### config.mk
export PLATFORM = sky130hd
export DESIGN_NAME = cardinal_out_arbiter_flat
export DESIGN_NICKNAME = d
export VERILOG_FILES = /design/src/rtl/cardinal_out_arbiter_pkg.sv /design/src/rtl/cardinal_out_arbiter_if.sv /design/src/rtl/cardinal_out_arbiter_rr_arbiter.sv /design/src/rtl/cardinal_out_arbiter.sv /design/src/flat_wrapper.sv
export SDC_FILE = /design/constraint.sdc
export NUM_CORES = 1
export LEC_CHECK = 0
export ABC_AREA = 0
export BUFFER_PORTS_ARGS = -buffer_cell sky130_fd_sc_hd__buf_2
export CAP_MARGIN = 40
export CORE_ASPECT_RATIO = 1.1
export CORE_UTILIZATION = 30
export DETAILED_ROUTE_END_ITERATION = 7
export GPL_TIMING_DRIVEN = 0
export RECOVER_POWER = 100
export SYNTH_ARGS = -nofsm -noshare
export SYNTH_HDL_FRONTEND = slang
export SYNTH_SLANG_ARGS = --single-unit
### constraint.sdc
create_clock -name clk -period 7.4 [get_ports clk]
set_input_delay 1.48 -clock clk [delete_from_list [all_inputs] [get_ports clk]]
set_output_delay 1.48 -clock clk [all_outputs]
set_load 0.005 [all_outputs]
### src/rtl/cardinal_out_arbiter_pkg.sv
// Shared constants and helpers for the cardinal ring router output-port arbiter.
// Polarity selects which virtual channel is external, and so allowed downstream.
package cardinal_pkg;

    localparam int DATA_WIDTH_DEF = 64;
    localparam int N_REQ_DEF      = 3;
    localparam int VC_BIT_DEF     = 0;

    localparam logic VC_EVEN = 1'b0;
    localparam logic VC_ODD  = 1'b1;

    // Polarity 1 exposes the even VC downstream; polarity 0 exposes the odd VC.
    function automatic logic ext_vc(input logic pol);
        return pol ? VC_EVEN : VC_ODD;
    endfunction

endpackage

### src/rtl/cardinal_out_arbiter_if.sv
// Requester and downstream handshake bundle for one cardinal output channel.
// The arbiter uses the slave modport; the requester/downstream side uses master.
interface cardinal_out_arbiter_if
    import cardinal_pkg::*;
#(
    parameter int DATA_WIDTH = DATA_WIDTH_DEF,
    parameter int N_REQ      = N_REQ_DEF
);
    logic [N_REQ-1:0]            req_valid;
    logic [N_REQ*DATA_WIDTH-1:0] req_data;
    logic [N_REQ-1:0]            req_gnt;
    logic                        out_so;
    logic                        out_ro;
    logic [DATA_WIDTH-1:0]       out_do;
    logic                        polarity;

    modport slave (
        input  req_valid, req_data, out_ro,
        output req_gnt, out_so, out_do, polarity
    );

    modport master (
        output req_valid, req_data, out_ro,
        input  req_gnt, out_so, out_do, polarity
    );
endinterface

### src/rtl/cardinal_out_arbiter_rr_arbiter.sv
// Combinational round-robin arbiter: first asserted request at or after ptr_i,
// wrapping modulo N, so N does not have to be a power of two.
module rr_arbiter #(
    parameter int N     = 3,
    parameter int PTR_W = (N > 1) ? $clog2(N) : 1
) (
    input  logic [N-1:0]     req_i,
    input  logic [PTR_W-1:0] ptr_i,
    output logic [N-1:0]     gnt_o,
    output logic [PTR_W-1:0] winner_o
);
    logic found;

    // NOTE: every always_comb output gets a default first, so no path can infer a latch.
    always_comb begin
        gnt_o    = '0;
        winner_o = '0;
        found    = 1'b0;
        // Upper pass covers ptr..N-1, lower pass wraps to 0..ptr-1.
        for (int i = 0; i < N; i++) begin
            if (!found && req_i[i] && (i >= int'(ptr_i))) begin
                found    = 1'b1;
                gnt_o[i] = 1'b1;
                winner_o = PTR_W'(i);
            end
        end
        for (int i = 0; i < N; i++) begin
            if (!found && req_i[i] && (i < int'(ptr_i))) begin
                found    = 1'b1;
                gnt_o[i] = 1'b1;
                winner_o = PTR_W'(i);
            end
        end
    end

endmodule

### src/rtl/cardinal_out_arbiter.sv
// Output-port arbiter for one cardinal ring channel: fills the internal-phase VC
// buffer from the requesters while the external-phase VC buffer drains downstream.
module cardinal_out_arbiter
    import cardinal_pkg::*;
#(
    parameter int DATA_WIDTH = DATA_WIDTH_DEF,
    parameter int N_REQ      = N_REQ_DEF,
    parameter int VC_BIT     = VC_BIT_DEF
) (
    input logic                   clk,
    input logic                   reset,
    cardinal_out_arbiter_if.slave bus
);
    localparam int PTR_W = (N_REQ > 1) ? $clog2(N_REQ) : 1;

    logic                  pol_q, pol_d;
    logic [1:0]            full_q, full_d;
    logic [DATA_WIDTH-1:0] buf_q [2];
    logic [DATA_WIDTH-1:0] buf_d [2];
    logic [PTR_W-1:0]      rr_q  [2];
    logic [PTR_W-1:0]      rr_d  [2];

    logic                  ext_sel, int_sel;
    logic [N_REQ-1:0]      elig;
    logic [N_REQ-1:0]      arb_gnt;
    logic [PTR_W-1:0]      winner;
    logic [DATA_WIDTH-1:0] win_data;
    logic                  send;

    assign ext_sel = ext_vc(pol_q);
    assign int_sel = ~ext_sel;

    // Only packets for the internal VC compete, and only while its buffer is free.
    always_comb begin
        elig     = '0;
        win_data = '0;
        for (int i = 0; i < N_REQ; i++) begin
            elig[i] = bus.req_valid[i]
                    && (bus.req_data[i*DATA_WIDTH + VC_BIT] == int_sel)
                    && !full_q[int_sel];
            if (arb_gnt[i]) begin
                win_data = bus.req_data[i*DATA_WIDTH +: DATA_WIDTH];
            end
        end
    end

    rr_arbiter #(
        .N     (N_REQ),
        .PTR_W (PTR_W)
    ) u_rr_arbiter (
        .req_i    (elig),
        .ptr_i    (rr_q[int_sel]),
        .gnt_o    (arb_gnt),
        .winner_o (winner)
    );

    assign send         = reset && full_q[ext_sel];
    assign bus.out_so   = send;
    assign bus.out_do   = send ? buf_q[ext_sel] : '0;
    assign bus.req_gnt  = reset ? arb_gnt : '0;
    assign bus.polarity = pol_q;

    always_comb begin
        pol_d  = ~pol_q;
        full_d = full_q;
        buf_d  = buf_q;
        rr_d   = rr_q;
        if (send && bus.out_ro) begin
            full_d[ext_sel] = 1'b0;
        end
        if (|arb_gnt) begin
            buf_d[int_sel]  = win_data;
            full_d[int_sel] = 1'b1;
            rr_d[int_sel]   = (winner == PTR_W'(N_REQ - 1)) ? '0 : winner + PTR_W'(1);
        end
    end

    // NOTE: registers take non-blocking assignments so every flop samples pre-edge values.
    always_ff @(posedge clk) begin
        if (!reset) begin
            pol_q    <= 1'b0;
            full_q   <= '0;
            rr_q[0]  <= '0;
            rr_q[1]  <= '0;
        end else begin
            pol_q    <= pol_d;
            full_q   <= full_d;
            rr_q     <= rr_d;
        end
        // NOTE: buffer data is not reset; the full flags alone decide whether it is valid.
        buf_q <= buf_d;
    end

endmodule

### src/flat_wrapper.sv
// flat-port wrapper written by rule: the top's interface ports become plain ports
module cardinal_out_arbiter_flat import cardinal_pkg::*;
#(
    parameter int DATA_WIDTH = DATA_WIDTH_DEF,
    parameter int N_REQ      = N_REQ_DEF,
    parameter int VC_BIT     = VC_BIT_DEF
)
  (clk, reset, bus_req_valid, bus_req_data, bus_out_ro, bus_req_gnt, bus_out_so, bus_out_do, bus_polarity);
  cardinal_out_arbiter_if #(.DATA_WIDTH(DATA_WIDTH), .N_REQ(N_REQ)) bus_i ();
  input logic clk;
  input logic reset;
  input wire logic [$bits(bus_i.req_valid)-1:0] bus_req_valid;
  input wire logic [$bits(bus_i.req_data)-1:0] bus_req_data;
  input wire logic [$bits(bus_i.out_ro)-1:0] bus_out_ro;
  output wire logic [$bits(bus_i.req_gnt)-1:0] bus_req_gnt;
  output wire logic [$bits(bus_i.out_so)-1:0] bus_out_so;
  output wire logic [$bits(bus_i.out_do)-1:0] bus_out_do;
  output wire logic [$bits(bus_i.polarity)-1:0] bus_polarity;
  assign bus_i.req_valid = bus_req_valid;
  assign bus_i.req_data = bus_req_data;
  assign bus_i.out_ro = bus_out_ro;
  assign bus_req_gnt = bus_i.req_gnt;
  assign bus_out_so = bus_i.out_so;
  assign bus_out_do = bus_i.out_do;
  assign bus_polarity = bus_i.polarity;
  cardinal_out_arbiter #(.DATA_WIDTH(DATA_WIDTH), .N_REQ(N_REQ), .VC_BIT(VC_BIT)) u_core (.clk(clk), .reset(reset), .bus(bus_i));
endmodule
Word level (Yosys, flattened, before mapping)

Index checks and enable logic that the tools add are counted.
W data, S select, Z words.

Muxes and demuxes: 44
Order comparisons: 13
Equality and inequality tests: 4
Bitwise operators: 6
Reductions and logical operators: 29
$add $sub $neg: 1

Operators with widths:

| kind                  | number |
|---|---|
| $mux W64              | 8 |
| $bwmux W128           | 1 |
| $demux W64 S1         | 1 |
| $logic_and A1 B1 Y1   | 22 |
| $mux W2               | 11 |
| $mux W1               | 18 |
| $logic_not A1 Y1      | 6 |
| $bwmux W4             | 1 |
| $ge A1 B2 Y1 const A  | 2 |
| $ge A2 B2 Y1 const B  | 2 |
| $lt A1 B2 Y1 const A  | 2 |
| $lt A1 B2 Y1 const B  | 2 |
| $not A1 Y2            | 2 |
| $eq A1 B1 Y1          | 3 |
| $mux W3               | 1 |
| $reduce_or A3 Y1      | 1 |
| $add A2 B1 Y2 const B | 1 |
| $and A2 B2 Y2         | 1 |
| $demux W1 S1          | 2 |
| $demux W2 S1          | 1 |
| $eq A2 B2 Y1 const B  | 1 |
| $ge A1 B1 Y1 const B  | 2 |
| $ge A2 B2 Y1 const A  | 1 |
| $lt A2 B1 Y1 const B  | 1 |
| 4 further kinds       | 4 |

Output and inout port bits: 69
Input bits: 198
Register bits: 135

Longest topological paths before layout

Gate-level depths: netlist of the first run.

Depth after elaboration: 30
Gate-level depth with buffers: 8
Gate-level depth less buffers: 5

Modules after synthesis

A second synthesis of the first run with hierarchy kept.

Cells, all modules: 552
Area, all modules: 6,561.3 um^2

Modules (own cells, without submodules):

| module               | cells an instance | instances | area an instance (um^2) |
|---|---|---|---|
| cardinal_out_arbiter | 540               | 1         | 6,480.0 |
| rr_arbiter           | 12                | 1         | 81.3 |

Least setup slack after synthesis of the first run

OpenSTA, ideal clock, no wires.

Kind: in2reg
From: input port bus_req_data[64]
To: register u_core.buf_q[100] (netlist name) (enable)
Stages on the path: 3
Path buffers: 0
Path slack: 1,730 ps
Arrival: 5,172 ps
Data required time: 6,902 ps
Cells stage by stage: or4b_1 o2111ai_1 nor2b_1

Word-level cells in the longest chain between the ends: 23
Elaborated cells between the ends (all ways): 27

Ends and longest elaborated chain:

| element                          | RTL line                              | RTL |
|---|---|---|
| from (decl)                      | flat_wrapper.sv:13                    | `input wire logic [$bits(bus_i.req_data)-1:0] bus_req_data;` |
| $eq A1 B1 Y1 *                   | cardinal_out_arbiter.sv:39            | `&& (bus.req_data[i*DATA_WIDTH + VC_BIT] == int_sel)` |
| $logic_and A1 B1 Y1 *            | cardinal_out_arbiter.sv:39            |  |
| $logic_and A1 B1 Y1 *            | cardinal_out_arbiter.sv:40            | `&& !full_q[int_sel];` |
| $logic_and A1 B1 Y1 (2 in a row) | cardinal_out_arbiter_rr_arbiter.sv:21 | `if (!found && req_i[i] && (i >= int'(ptr_i))) begin` |
| $mux W1                          | cardinal_out_arbiter_rr_arbiter.sv:21 |  |
| $logic_not A1 Y1                 | cardinal_out_arbiter_rr_arbiter.sv:21 |  |
| $logic_and A1 B1 Y1 (2 in a row) | cardinal_out_arbiter_rr_arbiter.sv:21 |  |
| $mux W1                          | cardinal_out_arbiter_rr_arbiter.sv:21 |  |
| [... 3 more ...]                 | n/a                                   |  |
| $mux W1                          | cardinal_out_arbiter_rr_arbiter.sv:28 | `if (!found && req_i[i] && (i < int'(ptr_i))) begin` |
| $logic_not A1 Y1                 | cardinal_out_arbiter_rr_arbiter.sv:28 |  |
| $logic_and A1 B1 Y1 (2 in a row) | cardinal_out_arbiter_rr_arbiter.sv:28 |  |
| $mux W1                          | cardinal_out_arbiter_rr_arbiter.sv:28 |  |
| $logic_not A1 Y1                 | cardinal_out_arbiter_rr_arbiter.sv:28 |  |
| $logic_and A1 B1 Y1 (2 in a row) | cardinal_out_arbiter_rr_arbiter.sv:28 |  |
| $mux W1                          | cardinal_out_arbiter_rr_arbiter.sv:28 |  |
| $reduce_or A3 Y1 *               | cardinal_out_arbiter.sv:71            | `if (\|arb_gnt) begin` |
| to (signal assigned)             | cardinal_out_arbiter.sv:91            | `buf_q <= buf_d;` |
| to (decl)                        | cardinal_out_arbiter.sv:18            | `logic [DATA_WIDTH-1:0] buf_q [2];` |

Every way passes the cells marked *; elsewhere a longest branch is shown, timed or not.
A chain may end at the register's enable or synchronous reset.

Final worst setup path of the first run

From: register u_core.pol_q (netlist: u_core.bus.polarity)
To: register u_core.buf_q[50] (netlist name) (enable)

Word-level cells in the longest chain between the ends: 28
Elaborated cells between the ends (all ways): 49

Ends and longest elaborated chain:

| element                                    | RTL line                              | RTL |
|---|---|---|
| from (decl)                                | cardinal_out_arbiter.sv:16            | `logic pol_q, pol_d;` |
| from (signal assigned)                     | cardinal_out_arbiter.sv:86            | `pol_q <= pol_d;` |
| $not A1 Y2 (implied by the code)           | cardinal_out_arbiter.sv:52            | `.ptr_i (rr_q[int_sel]),` |
| $mux W2 (implied by the code) (3 in a row) | cardinal_out_arbiter.sv:52            |  |
| $ge A1 B2 Y1                               | cardinal_out_arbiter_rr_arbiter.sv:21 |  |
| $logic_and A1 B1 Y1                        | cardinal_out_arbiter_rr_arbiter.sv:21 |  |
| $mux W1                                    | cardinal_out_arbiter_rr_arbiter.sv:21 |  |
| $logic_not A1 Y1                           | cardinal_out_arbiter_rr_arbiter.sv:21 |  |
| $logic_and A1 B1 Y1 (2 in a row)           | cardinal_out_arbiter_rr_arbiter.sv:21 |  |
| $mux W1                                    | cardinal_out_arbiter_rr_arbiter.sv:21 |  |
| [... 7 more ...]                           | n/a                                   |  |
| $mux W1                                    | cardinal_out_arbiter_rr_arbiter.sv:28 |  |
| $logic_not A1 Y1                           | cardinal_out_arbiter_rr_arbiter.sv:28 |  |
| $logic_and A1 B1 Y1 (2 in a row)           | cardinal_out_arbiter_rr_arbiter.sv:28 |  |
| $mux W1                                    | cardinal_out_arbiter_rr_arbiter.sv:28 |  |
| $logic_not A1 Y1                           | cardinal_out_arbiter_rr_arbiter.sv:28 |  |
| $logic_and A1 B1 Y1 (2 in a row)           | cardinal_out_arbiter_rr_arbiter.sv:28 |  |
| $mux W1                                    | cardinal_out_arbiter_rr_arbiter.sv:28 |  |
| $reduce_or A3 Y1 *                         | cardinal_out_arbiter.sv:71            |  |

Every way passes the cells marked *; elsewhere a longest branch is shown, timed or not. The select of a mux whose other input is x is not followed.

==> results of run 1 <==
## state kept, by name, indices dropped and copies added, names as in the netlist
name,flops
u_core.buf_q,128
u_core.full_q,2
u_core.rr_q,4
u_core.bus.polarity,1
## critical path, stage by stage, from the launching register on
cell and delay (ns):
dfxtp_1 0.46, clkbuf_1 0.45, clkbuf_1 0.36, clkbuf_1 0.43, clkbuf_1 0.59, nand2_1 0.24
clkinvlp_2 0.88, clkbuf_1 1.68
## cell usage after synthesis, drive strengths merged (3+ instances only)
cell	n
edfxtp	128
nor2	68
o21ai	68
nand3	66
mux2i	65
a22oi	63
clkbuf	33
buf	20
nand2	8
dfxtp	7
a21oi	6
inv	5
a21boi	3
and2	3
## cell usage in the layout, fill, tap and decap left out, types with 3 or more instances in the layout
cell type,instances
buf_2,202
edfxtp_1,128
clkbuf_1,97
nor2_1,68
o21ai_0,68
nand3_1,66
mux2i_1,64
a22oi_1,63
clkbuf_16,17
clkbuf_2,15
nand2_1,8
dfxtp_1,7
buf_4,6
a21oi_1,6
inv_1,4
buf_6,4
clkinvlp_4,4
bufinv_16,4
a21boi_0,3
inv_6,3
## final cells by class
class,count,share of cell area [%]
inverter,5,0.223
buffer,53,2.81
multi-input combinational,382,27.3
clock buffer,18,4.77
clock inverter,14,2.21
timing repair buffer,270,14.3
sequential,135,44.3
tap,295,4.11
## metal layers
metal  share of wire, %  vias to the layer above  GRT usage (%)
met5              0.051                        -              0
met4                1.3                        2           5.32
met3                6.3                       23           4.76
met2                 49                      212           29.6
met1                 44                     2687           20.8
li1                   -                     2785              -
## metrics by stage
step	util (%)	TNS [ns]	hold WS, ns	setup slack, ns	total power [W]
after floorplan	-	0	0.472	1.73	0.00121
after global placement	38.3	-38.68	0.504	-0.590	0.00136
after detailed placement	38.7	0	0.515	2.40	0.00137
after CTS	41.5	0	0.526	2.36	0.00228
after global routing	40.8	0	0.568	1.31	0.00233
final	40.8	0	0.528	1.83	0.00223
## how the worst max path moves through the flow
stage / startpoint / endpoint / slack (ns) / cells after the start
6_report: u_core.bus.polarity$_SDFF_PN0_ / u_core.buf_q[50]$_DFFE_PP_ / 1.83 / 7
5_1_grt: u_core.bus.polarity$_SDFF_PN0_ / u_core.buf_q[9]$_DFFE_PP_ / 1.31 / 7
3_5_place_dp: bus_req_valid[2] / bus_req_gnt[0] / 2.40 / 8
4_1_cts: u_core.bus.polarity$_SDFF_PN0_ / bus_out_do[0] / 2.36 / 9
3_3_place_gp: bus_req_data[64] / u_core.buf_q[114]$_DFFE_PP_ / -0.59 / 4
2_1_floorplan: bus_req_data[64] / u_core.buf_q[100]$_DFFE_PP_ / 1.73 / 3
## logic make-up after synthesis
group	after synthesis	share of synthesized area, %
DFF	135	59.1
buffers and inverters	58	4.49
xor gates and xnor gates	1	0.130
muxes	67	10.2
AOI/OAI and AO/OA	152	14.6
and+or+nand+nor	162	11.5
## power by group through the flow
stage                     Combinational [W]  Clock (W)  Sequential (W)
final                              0.000350   0.000900        0.000976
after detailed placement           0.000380          0        0.000989
after global routing               0.000391   0.000958        0.000983
after floorplan                    0.000217          0        0.000988
after global placement             0.000364          0        0.000996
after CTS                          0.000382   0.000925        0.000973
==> flow_summary.rst, run 1 <==
.. list-table::
   :header-rows: 1

   * - Metric
     - Value
   * - Antenna Violating Nets Remaining
     - 0
   * - Remaining global-route overflow
     - 0
   * - Transition time at the pin with the least slew margin
     - approximately 2.3 ns
   * - Detailed router's first-iteration violation count
     - roughly 290
   * - Clock Power Share
     - 40.4%
   * - Switching Power
     - 0.000571 W
   * - Number of nets in the finished design
     - 1062
   * - Synthesis warning total
     - 0
   * - Ratio of cells with drive above 1 in the final layout
     - 30.3%
   * - Arrival time at the worst endpoint
     - 5.56 ns
   * - Placed Instance Area
     - roughly 0.0085 mm²
   * - Post-cts repair resize count
     - 0
   * - Maximum number of pins on one net before global-route repair
     - 39
   * - Dominant cells by area after synthesis
     - edfxtp_1, mux2i_1, a22oi_1, nand3_1, o21ai_1
   * - Unrepaired setup endpoints after global routing
     - false
   * - Worst flop-to-flop path startpoint
     - u_core.bus.polarity$_SDFF_PN0_
   * - Number of clock buffers inserted by TritonCTS
     - 17
   * - Worst r2r path cells
     - 7
   * - Switching power share of the total
     - 25.6%
   * - Path category of the worst min-delay check
     - reg -> reg
   * - Flip-flop cell with the highest count after synthesis
     - edfxtp_1
   * - Power per standard cell area
     - 248 mW/mm²
   * - Total of max-cap violations
     - 3
   * - Final setup violation count
     - 0
   * - Clock tree sinks
     - 135
   * - Horizontal extent of the die
     - approximately 140 µm
   * - Standard cell core area
     - 0.0220 mm²
   * - Nature of the critical path endpoint
     - register
   * - Number of cells in the finished layout apart from fillers
     - 1172
   * - Final routed wirelength across all metal layers
     - between 15000 and 20000 µm
   * - Share of Yosys cell area claimed by the top area cell type
     - 57.0%
   * - Post-CTS setup-driven buffer insertion count
     - 0
   * - Area of the multi-input gates
     - ~0.0025 mm²
   * - Summed area of non-filler cells in the final layout
     - 0.00899 mm²
   * - Element type at the critical path start
     - register
   * - Worst-path fanout max
     - 38
   * - Syn Area/Cell
     - 11.7 µm²
   * - Highest clock rate
     - 179 MHz
   * - Global Route Usage Sum
     - 17.2%
   * - Endpoint of the most critical register-to-register path
     - u_core.buf_q[50]$_DFFE_PP_
   * - Die Span Y
     - between 150 and 200 µm
   * - Type of the worst setup path
     - reg -> reg
   * - Antenna diode instance count
     - 0
   * - Async S/R FF share, synth
     - 0%
   * - Gp weighted congestion
     - roughly 0.80
   * - Internal power
     - 0.00165 W
   * - Via count of the routed design
     - 5709
   * - Clock Root Buffer
     - clkbuf_16
   * - Sequential cell area fraction in the yosys report
     - 59.1%
   * - Count of state elements after synthesis
     - about 140
   * - Fraction of power consumed by sequential logic
     - a little over two fifths
   * - Number of max-slew violations in the final report
     - 94
   * - Final number of hold-violating endpoints
     - 0
   * - Detailed placement HPWL
     - about 14000 µm
   * - Leak pwr
     - ~3.4 nW
   * - Fill cell total of the finished layout
     - roughly 2200
   * - Endpoint of the worst hold path
     - u_core.rr_q[2]$_SDFFE_PN0P_
   * - Area of the die
     - roughly 0.023 mm²
   * - Post-layout minimum cycle time
     - 5.57 ns
   * - Detailed-router iteration count before antenna repair
     - 5
   * - Final setup skew
     - 0.00885 ns
   * - Number of synthesized flops with an enable pin
     - 128
   * - Initial antenna violation count
     - 2
   * - Standard-cell row count
     - 57
   * - Vias in the first global route
     - 5640
   * - Drt via density
     - between 4 and 5
   * - Area of the mapped netlist
     - 0.00675 mm²
   * - Setup slack of the worst register-to-register path
     - 1.83 ns
   * - H-tree lvl count
     - 4
   * - Worst hold path stage count
     - 2
   * - Starting Density
     - a little under a third
   * - Violations in the final reports
     - capacitance limit, slew limit
   * - Count of unresolved DRC violations after routing
     - 0
   * - Post-placement cell count
     - 1140
   * - Avg WL per Cell
     - approximately 17 µm
   * - Critical path data required time
     - between 7 and 8 ns
   * - Number of hold-repair buffers added at the cts stage
     - 0
   * - Status
     - finished with violations
   * - Clock tree buffer depth
     - 2
   * - I/O pins
     - between 200 and 300
   * - Synthesized netlist net count
     - 773
   * - Biggest area consumer among synthesized cells
     - edfxtp_1
   * - Clock input transition at the sequential cells of the worst setup and hold paths
     - 0.06 ns
   * - Wire length of the first global-routing pass
     - 30200 µm
   * - Clock tree from TritonCTS
     - built
   * - Latest clock arrival within the worst-skew pair
     - roughly 0.4 ns
   * - Max_slew headroom
     - -51.1%
   * - Relative area change from synthesis to final layout
     - 33.3%
   * - Fraction of power consumed by combinational cells
     - approximately 16%
   * - Area of all sequential standard cells
     - around 0.004 mm²
   * - Startpoint of the worst hold path
     - u_core.rr_q[2]$_SDFFE_PN0P_
   * - IO buf count
     - 266
   * - Maximum ir drop on the vdd rail
     - 0.148 mV
   * - Ratio of final minimum period to clock period
     - between 70 and 80%
   * - Instance count of the mapped netlist
     - 575
   * - Number of different library cells in the post-synthesis netlist
     - 46
Note: power is estimated with default switching activity, not from simulation.
==> run 2: changes to the inputs <==
==> constraint.sdc (replaced) <==
create_clock -name clk -period 5.2 [get_ports clk]
set_input_delay 1.04 -clock clk [delete_from_list [all_inputs] [get_ports clk]]
set_output_delay 1.04 -clock clk [all_outputs]
set_load 0.005 [all_outputs]
==> run 2 against run 1 <==
Net effect:
- the run still ends with capacitance limit, slew limit left
- via count fell by 0.54%
- first-iteration DRC count decreased by 5.2%
- sequential share of layout area increased by 0.20 points
- cell area down 0.45%
- hold slack got worse by 0.00091 ns
- critical path depth grew 1
- clock-buffer cell count rose by 5
- routed wire length down 1.9%
- setup slack worse by 1.4 ns
- clock power increased by 28%
- critical path type is now in -> out
- largest cell class unchanged
- largest power group unchanged
==> flow_summary.rst, run 2 (synthesis results as in run 1) <==
.. list-table::
   :header-rows: 1

   * - Metric
     - Value
   * - Status
     - finished with violations
   * - Violations in the final reports
     - capacitance limit, slew limit
   * - Antenna diode instance count
     - 0
   * - Arrival time at the worst endpoint
     - 3.73 ns
   * - Antenna Violating Nets Remaining
     - 0
   * - Total power draw
     - 0.00305 W
   * - Standard cell core area
     - 0.0220 mm²
   * - Remaining global-route overflow
     - 0
   * - Worst hold path stage count
     - 2
   * - Standard-cell row count
     - 57
   * - Total of max-cap violations
     - 2
   * - Final setup violation count
     - 0
   * - Startpoint of the worst hold path
     - u_core.rr_q[2]$_SDFFE_PN0P_
   * - H-tree lvl count
     - 4
   * - Ratio of cells with drive above 1 in the final layout
     - between 20% and 30%
   * - Clock Root Buffer
     - clkbuf_16
   * - Nature of the critical path endpoint
     - output pin
   * - Clock input transition at the sequential cells of the worst setup and hold paths
     - 0.05 ns
   * - Element type at the critical path start
     - input port
   * - Type of the worst setup path
     - in -> out
   * - IO buf count
     - 266
   * - Global Route Usage Sum
     - 16.9%
   * - Clock tree from TritonCTS
     - built
   * - Detailed-router iteration count before antenna repair
     - 5
   * - Area of all sequential standard cells
     - between 0.003 and 0.004 mm²
   * - Via count of the routed design
     - 5678
   * - Number of nets in the finished design
     - 1062
   * - Summed area of non-filler cells in the final layout
     - 0.00895 mm²
   * - Power per standard cell area
     - approximately 340 mW/mm²
   * - Clock tree sinks
     - approximately 140
   * - Endpoint of the most critical register-to-register path
     - u_core.buf_q[66]$_DFFE_PP_
   * - Wire length of the first global-routing pass
     - 29700 µm
   * - Maximum ir drop on the vdd rail
     - 0.212 mV
   * - Post-layout minimum cycle time
     - 4.77 ns
   * - Avg WL per Cell
     - 16.6 µm
   * - Number of clock buffers inserted by TritonCTS
     - 17
   * - Ratio of final minimum period to clock period
     - 91.8%
   * - Setup slack of the worst register-to-register path
     - 0.71 ns
   * - Area of the die
     - 0.0231 mm²
   * - Clock tree buffer depth
     - 2
   * - Latest clock arrival within the worst-skew pair
     - between 0.4 and 0.5 ns
   * - Maximum number of pins on one net before global-route repair
     - 44
   * - Highest clock rate
     - 210 MHz
   * - Worst-path fanout max
     - 10
   * - Post-cts repair resize count
     - 0
   * - Unrepaired setup endpoints after global routing
     - false
   * - Die Span Y
     - 159 µm
   * - Horizontal extent of the die
     - 145 µm
   * - Vias in the first global route
     - about 5600
   * - Largest registers in the final layout
     - u_core.buf_q x128, u_core.rr_q x4, u_core.full_q x2
   * - Largest Register
     - u_core.buf_q
   * - Flip-flop count of the largest register after layout
     - about 130
   * - Detailed placement HPWL
     - 14100 µm
   * - Final routed wirelength across all metal layers
     - 19400 µm
   * - Final number of hold-violating endpoints
     - 0
   * - Final core utilization
     - 40.6%
   * - Gp weighted congestion
     - 0.800
   * - Placed Instance Area
     - ~0.0086 mm²
   * - Leading cell types in the layout, fill and taps excluded
     - buf_2, edfxtp_1, clkbuf_1
   * - Worst r2r path cells
     - 6
   * - Drt via density
     - 4.84
   * - Commonest non-fill, non-tap cell in the layout
     - buf_2
   * - Endpoint of the worst hold path
     - u_core.rr_q[2]$_SDFFE_PN0P_
   * - Fill cell total of the finished layout
     - approximately 2200
   * - I/O pins
     - approximately 270
   * - Max_slew headroom
     - -12.8%
   * - Detailed router's first-iteration violation count
     - 274
   * - Final Hold Slack
     - 0.527 ns
   * - Leak pwr
     - 3.39 nW
   * - Area of the multi-input gates
     - 0.00245 mm²
   * - Critical path data required time
     - roughly 4.2 ns
   * - Count of unresolved DRC violations after routing
     - 0
   * - Path category of the worst min-delay check
     - reg -> reg
   * - Final setup skew
     - 0.00794 ns
   * - Transition time at the pin with the least slew margin
     - 1.69 ns
   * - Number of max-slew violations in the final report
     - 56
   * - Starting Density
     - between 30% and 40%
   * - Relative area change from synthesis to final layout
     - 32.7%
   * - Post-CTS setup-driven buffer insertion count
     - 0
   * - Worst flop-to-flop path startpoint
     - u_core.bus.polarity$_SDFF_PN0_
   * - Initial antenna violation count
     - 0
   * - Number of hold-repair buffers added at the cts stage
     - 0
[run 2: cell count changes in the layout (fill, tap and decap cells not counted), moves of 2 or more]
cell / change
inv_6: -3
bufinv_16: -2
clkinvlp_4: -2
clkbuf_2: +2
buf_6: +3
clkinv_2: +3
clkbuf_1: +3
buf_4: -6
[run 2: worst max-delay path by stage]
stage | from | end | depth (start not counted)
6_report | bus_req_data[64] | bus_req_gnt[1] | 8
5_1_grt | bus_req_data[128] | bus_req_gnt[2] | 9
4_1_cts | u_core.bus.polarity$_SDFF_PN0_ | bus_out_do[33] | 8
3_5_place_dp | u_core.bus.polarity$_SDFF_PN0_ | bus_out_do[33] | 8
3_3_place_gp | bus_req_data[128] | u_core.buf_q[73]$_DFFE_PP_ | 5
2_1_floorplan | bus_req_data[64] | u_core.buf_q[100]$_DFFE_PP_ | 3
[run 2: final cells by class]
class / count / share of cell area [%]
Buffer: 53 / 2.85
Clock buffer: 23 / 5.12
Clock inverter: 9 / 1.16
Inverter: 5 / 0.224
Multi-Input combinational cell: 382 / 27.4
Sequential cell: 135 / 44.5
Tap cell: 295 / 4.12
Timing Repair Buffer: 270 / 14.6
[run 2: per-stage QoR]
step	worst slack [ns]	setup TNS, ns	instances
global route	0.219	0	1172
global placement	-0.118	-7.15	1136
CTS	0.463	0	1172
finish	0.429	0	1172
detailed placement	0.924	0	1140
floorplan	1.23	0	575
[run 2: report_power, final]
part,switching [W],total [W],internal (W)
sequential,0.0000313,0.00139,0.00136
clock,0.000440,0.00115,0.000715
combinational,0.000309,0.000503,0.000193
[run 2: worst max-delay path, stage by stage]
cell	delay, ns
clkbuf_1	0.15
or4b_1	0.55
nand2_1	0.25
o221a_2	0.23
clkbuf_1	0.76
clkbuf_1	0.46
and2_1	0.19
buf_2	0.10
[run 2: layer usage]
metal  part of all wire, %  wire length (µm)  global-route usage (%)
met1                    44              8550                    20.6
met2                    50              9770                    29.5
met3                   4.1               805                    3.07
met4                   1.5               297                    6.48
met5                     0                 0                       0
==> run 3: changes to the inputs <==
--- a/config.mk
+++ b/config.mk
@@ -15,4 +15,5 @@
 export RECOVER_POWER = 100
 export SYNTH_ARGS = -nofsm -noshare
 export SYNTH_HDL_FRONTEND = slang
+export SYNTH_HIERARCHICAL = 1
 export SYNTH_SLANG_ARGS = --single-unit
==> run 3 against run 2 <==
Net effect:
- the flow now finishes without violations
- clock skew is essentially flat
- largest power group unchanged
- critical path type is now reg -> out
- synthesized cell count is 4.0% lower
- critical path depth grew 1
- first-iteration DRC count down 16%
- clock-buffer cell count fell by 4
- utilization is 0.34 points higher
- synthesized area down 2.7%
- via count shrank 6.9%
- combinational power fell by 7.2%
- maximum frequency grew 8.2%
- clock power is 11% higher
- register-to-register slack better by 0.19 ns
==> flow_summary.rst, run 3 <==
.. list-table::
   :header-rows: 1

   * - Metric
     - Value
   * - Worst flop-to-flop path startpoint
     - u_core/bus.polarity$_SDFF_PN0_
   * - Biggest area consumer among synthesized cells
     - edfxtp_1
   * - Remaining global-route overflow
     - 0
   * - Detailed placement HPWL
     - 13000 µm
   * - Fraction of power consumed by combinational cells
     - between 10% and 20%
   * - Final sum of negative setup slack
     - 0 ns
   * - Clock Root Buffer
     - clkbuf_16
   * - Area of the die
     - roughly 0.022 mm²
   * - Endpoint of the most critical register-to-register path
     - u_core/full_q[1]$_SDFF_PN0_
   * - Clock tree from TritonCTS
     - built
   * - Fraction of power consumed by sequential logic
     - ~44%
   * - Worst-path fanout max
     - 10
   * - Drt via density
     - 4.62
   * - Detailed-router iteration count before antenna repair
     - 4
   * - Latest clock arrival within the worst-skew pair
     - just over 0.4 ns
   * - Standard-cell row count
     - 56
   * - Clock Power Share
     - 41.0%
   * - Number of clock buffers inserted by TritonCTS
     - 17
   * - Final Hold Slack
     - 0.452 ns
   * - Share of Yosys cell area claimed by the top area cell type
     - roughly three fifths
   * - Nature of the critical path endpoint
     - output pin
   * - Path category of the worst min-delay check
     - reg -> reg
   * - Switching power share of the total
     - 24.0%
   * - Maximum number of pins on one net before global-route repair
     - 36
   * - Synthesis warning total
     - 6
   * - Max_slew headroom
     - 34.9%
   * - Clock tree sinks
     - 135
   * - Wire length of the first global-routing pass
     - 26300 µm
   * - Dominant cells by area after synthesis
     - edfxtp_1, mux2i_1, a22oi_1, nand2_1, nor2_1
   * - Status
     - completed
   * - H-tree lvl count
     - 4
   * - Number of synthesized flops with an enable pin
     - 128
   * - Antenna Violating Nets Remaining
     - 0
   * - Post-cts repair resize count
     - 0
   * - Avg WL per Cell
     - 15.5 µm
   * - Gp weighted congestion
     - around 0.75
   * - Flip-flop count of the largest register after layout
     - around 130
   * - Number of cells in the finished layout apart from fillers
     - 1145
   * - Die Span Y
     - around 160 µm
   * - Type of the worst setup path
     - reg -> out
   * - Internal power
     - 0.00238 W
   * - Largest Register
     - u_core/buf_q
   * - Transition time at the pin with the least slew margin
     - 0.976 ns
   * - Arrival time at the worst endpoint
     - 3.37 ns
   * - Horizontal extent of the die
     - between 100 and 150 µm
   * - Critical-path cell with the highest stage delay
     - buf_2
   * - Number of hold-repair buffers added at the cts stage
     - 0
   * - Top metal layer carrying routed signals
     - met4
   * - Synthesized netlist net count
     - 750
   * - Most numerous cell in the Yosys netlist
     - edfxtp_1
   * - Leak pwr
     - about 3.4 nW
   * - Metal1 wirelength
     - about 7500 µm
   * - Via count of the routed design
     - 5285
   * - Relative area change from synthesis to final layout
     - 33.4%
   * - Starting Density
     - 30.7%
   * - Count of unresolved DRC violations after routing
     - 0
   * - Post-CTS setup-driven buffer insertion count
     - 0
   * - Met2 wirelength from detailed routing
     - 9090 µm
   * - Final number of hold-violating endpoints
     - 0
   * - Element type at the critical path start
     - register
   * - Final routed wirelength across all metal layers
     - 17700 µm
   * - Endpoint of the worst hold path
     - u_core/rr_q[2]$_SDFFE_PN0P_
   * - Leading cell types in the layout, fill and taps excluded
     - buf_2, edfxtp_1, clkbuf_1
   * - Detailed router's first-iteration violation count
     - 230
   * - Area of the mapped netlist
     - 0.00656 mm²
   * - Instance count of the mapped netlist
     - 552
   * - Most common library cells after synthesis
     - edfxtp_1, nand2_1, nor2_1
   * - Async S/R FF share, synth
     - 0%
   * - CP max stage delay
     - 0.44 ns
   * - Post-placement cell count
     - 1112
   * - Clock tree buffer depth
     - 2
   * - Final setup skew
     - between 0.007 and 0.008 ns
   * - Count of state elements after synthesis
     - 135
   * - Post-layout minimum cycle time
     - 4.41 ns
   * - Initial antenna violation count
     - 0
   * - Number of max-slew violations in the final report
     - 0
   * - Flip-flop cell with the highest count after synthesis
     - edfxtp_1
   * - Ratio of cells with drive above 1 in the final layout
     - 30.3%
   * - Syn Area/Cell
     - roughly 12 µm²
   * - Largest registers in the final layout
     - u_core/buf_q x128, u_core/rr_q x4, u_core/full_q x2
   * - Total of max-cap violations
     - 0
   * - Amount of wire on met3 after detailed routing
     - approximately 900 µm
   * - CP Cell Sequence
     - clkbuf_1 > buf_4 > mux2_1 > nor3b_1 > o31a_1 > buf_2 > clkbuf_1 > and2_1 > clkbuf_1
   * - Final setup violation count
     - 0
   * - Critical path data required time
     - around 4.2 ns
   * - Setup slack of the worst register-to-register path
     - 0.90 ns
   * - Unrepaired setup endpoints after global routing
     - false
   * - Worst r2r path cells
     - 10
   * - Sequential cell area fraction in the yosys report
     - 60.7%
   * - Standard cell core area
     - 0.0214 mm²
   * - Startpoint of the worst hold path
     - u_core/rr_q[2]$_SDFFE_PN0P_
   * - Switching Power
     - 0.000752 W
   * - I/O pins
     - 267
   * - Number of nets in the finished design
     - about 1000
   * - Clock input transition at the sequential cells of the worst setup and hold paths
     - 0.06 ns
   * - IO buf count
     - 266
   * - Worst hold path stage count
     - 2
   * - Global Route Usage Sum
     - 15.7%
   * - Highest clock rate
     - roughly 230 MHz
   * - Power per standard cell area
     - 358 mW/mm²
   * - Commonest non-fill, non-tap cell in the layout
     - buf_2
   * - Ratio of final minimum period to clock period
     - roughly 85%
   * - Cell with the most instances on the worst path
     - clkbuf_1
   * - Maximum ir drop on the vdd rail
     - roughly 0.21 mV
   * - Number of different library cells in the post-synthesis netlist
     - 31
   * - Vias in the first global route
     - 5032
-- run 3: cell types whose count changed in the layout (fill, tap and decap cells not counted), sizes merged, moves of 3 or more --
cell,previous run,this run
a21boi,3,0
buf,211,220
bufinv,2,5
clkbuf,135,114
nand2,8,69
nand3,66,3
nor2b,2,7
-- run 3: power groups by stage --
| stage | combinational, W | clock, W | sequential (W) |
|---|---|---|---|
| floorplan | 0.000286 | 0 | 0.00140 |
| finish | 0.000467 | 0.00128 | 0.00138 |
| global placement | 0.000481 | 0 | 0.00141 |
| detailed placement | 0.000509 | 0 | 0.00140 |
| global route | 0.000525 | 0.00135 | 0.00139 |
| CTS | 0.000510 | 0.00131 | 0.00138 |
-- run 3: through the flow --
stage          worst slack, ns  instance area, µm²  utilization, %  power, W
2_1_floorplan            0.769                6560               -   0.00169
3_3_place_gp             -1.16                8260            38.6   0.00189
3_5_place_dp             0.784                8330            39.0   0.00191
4_1_cts                  0.714                8970            42.0   0.00320
5_1_grt                  0.537                8750            40.9   0.00327
6_report                 0.790                8750            41.0   0.00313
-- run 3: worst max path at each step --
stage / cells past startpoint / end / from / slack (ns)
after floorplan: 7 / u_core/buf_q[100]$_DFFE_PP_ / bus_req_data[64] / 0.77
after global placement: 9 / u_core/rr_q[2]$_SDFFE_PN0P_ / bus_req_data[64] / -1.16
after detailed placement: 9 / bus_req_gnt[2] / bus_req_data[128] / 0.78
after CTS: 9 / bus_req_gnt[2] / u_core/bus.polarity$_SDFF_PN0_ / 0.71
after global routing: 10 / u_core/full_q[1]$_SDFF_PN0_ / u_core/bus.polarity$_SDFF_PN0_ / 0.54
final: 9 / bus_req_gnt[2] / u_core/bus.polarity$_SDFF_PN0_ / 0.79
-- run 3: per-layer routing --
layer  track usage (%)  vias up
met4              4.97        0
met3              3.29       15
met5                 0        -
li1                  -     2634
met2              28.9      157
met1              18.1     2479
-- run 3: logic make-up (layout without fill, tap and decap cells) --
kind of cell / after synthesis / after routing / synth area share (%)
AND/OR/NAND/NOR: 159 / 159 / 9.94
flip-flops: 135 / 135 / 60.7
other: 0 / 1 / 0
AO/OA/AOI/OAI: 141 / 141 / 13.9
buffers and inverters: 48 / 350 / 4.88
multiplexers: 69 / 69 / 10.6
-- run 3: area by class of cell --
cell class,instances,area [µm²]
Antenna cell,1,2.50
Inverter,3,13.8
Sequential cell,135,3980
Tap cell,290,363
Timing Repair Buffer,270,1300
Multi-Input combinational cell,369,2250
Clock buffer,19,433
Fill cell,2140,12600
Clock inverter,13,204
Buffer,45,208
-- run 3: critical path, delay by kind of cell, from the launching register on --
family	cells	cell delay, ns
AOI/OAI and AO/OA	1	0.39
buffers and inverters	5	1.35
DFF	1	0.34
muxes	1	0.40
and+or+nand+nor	2	0.47
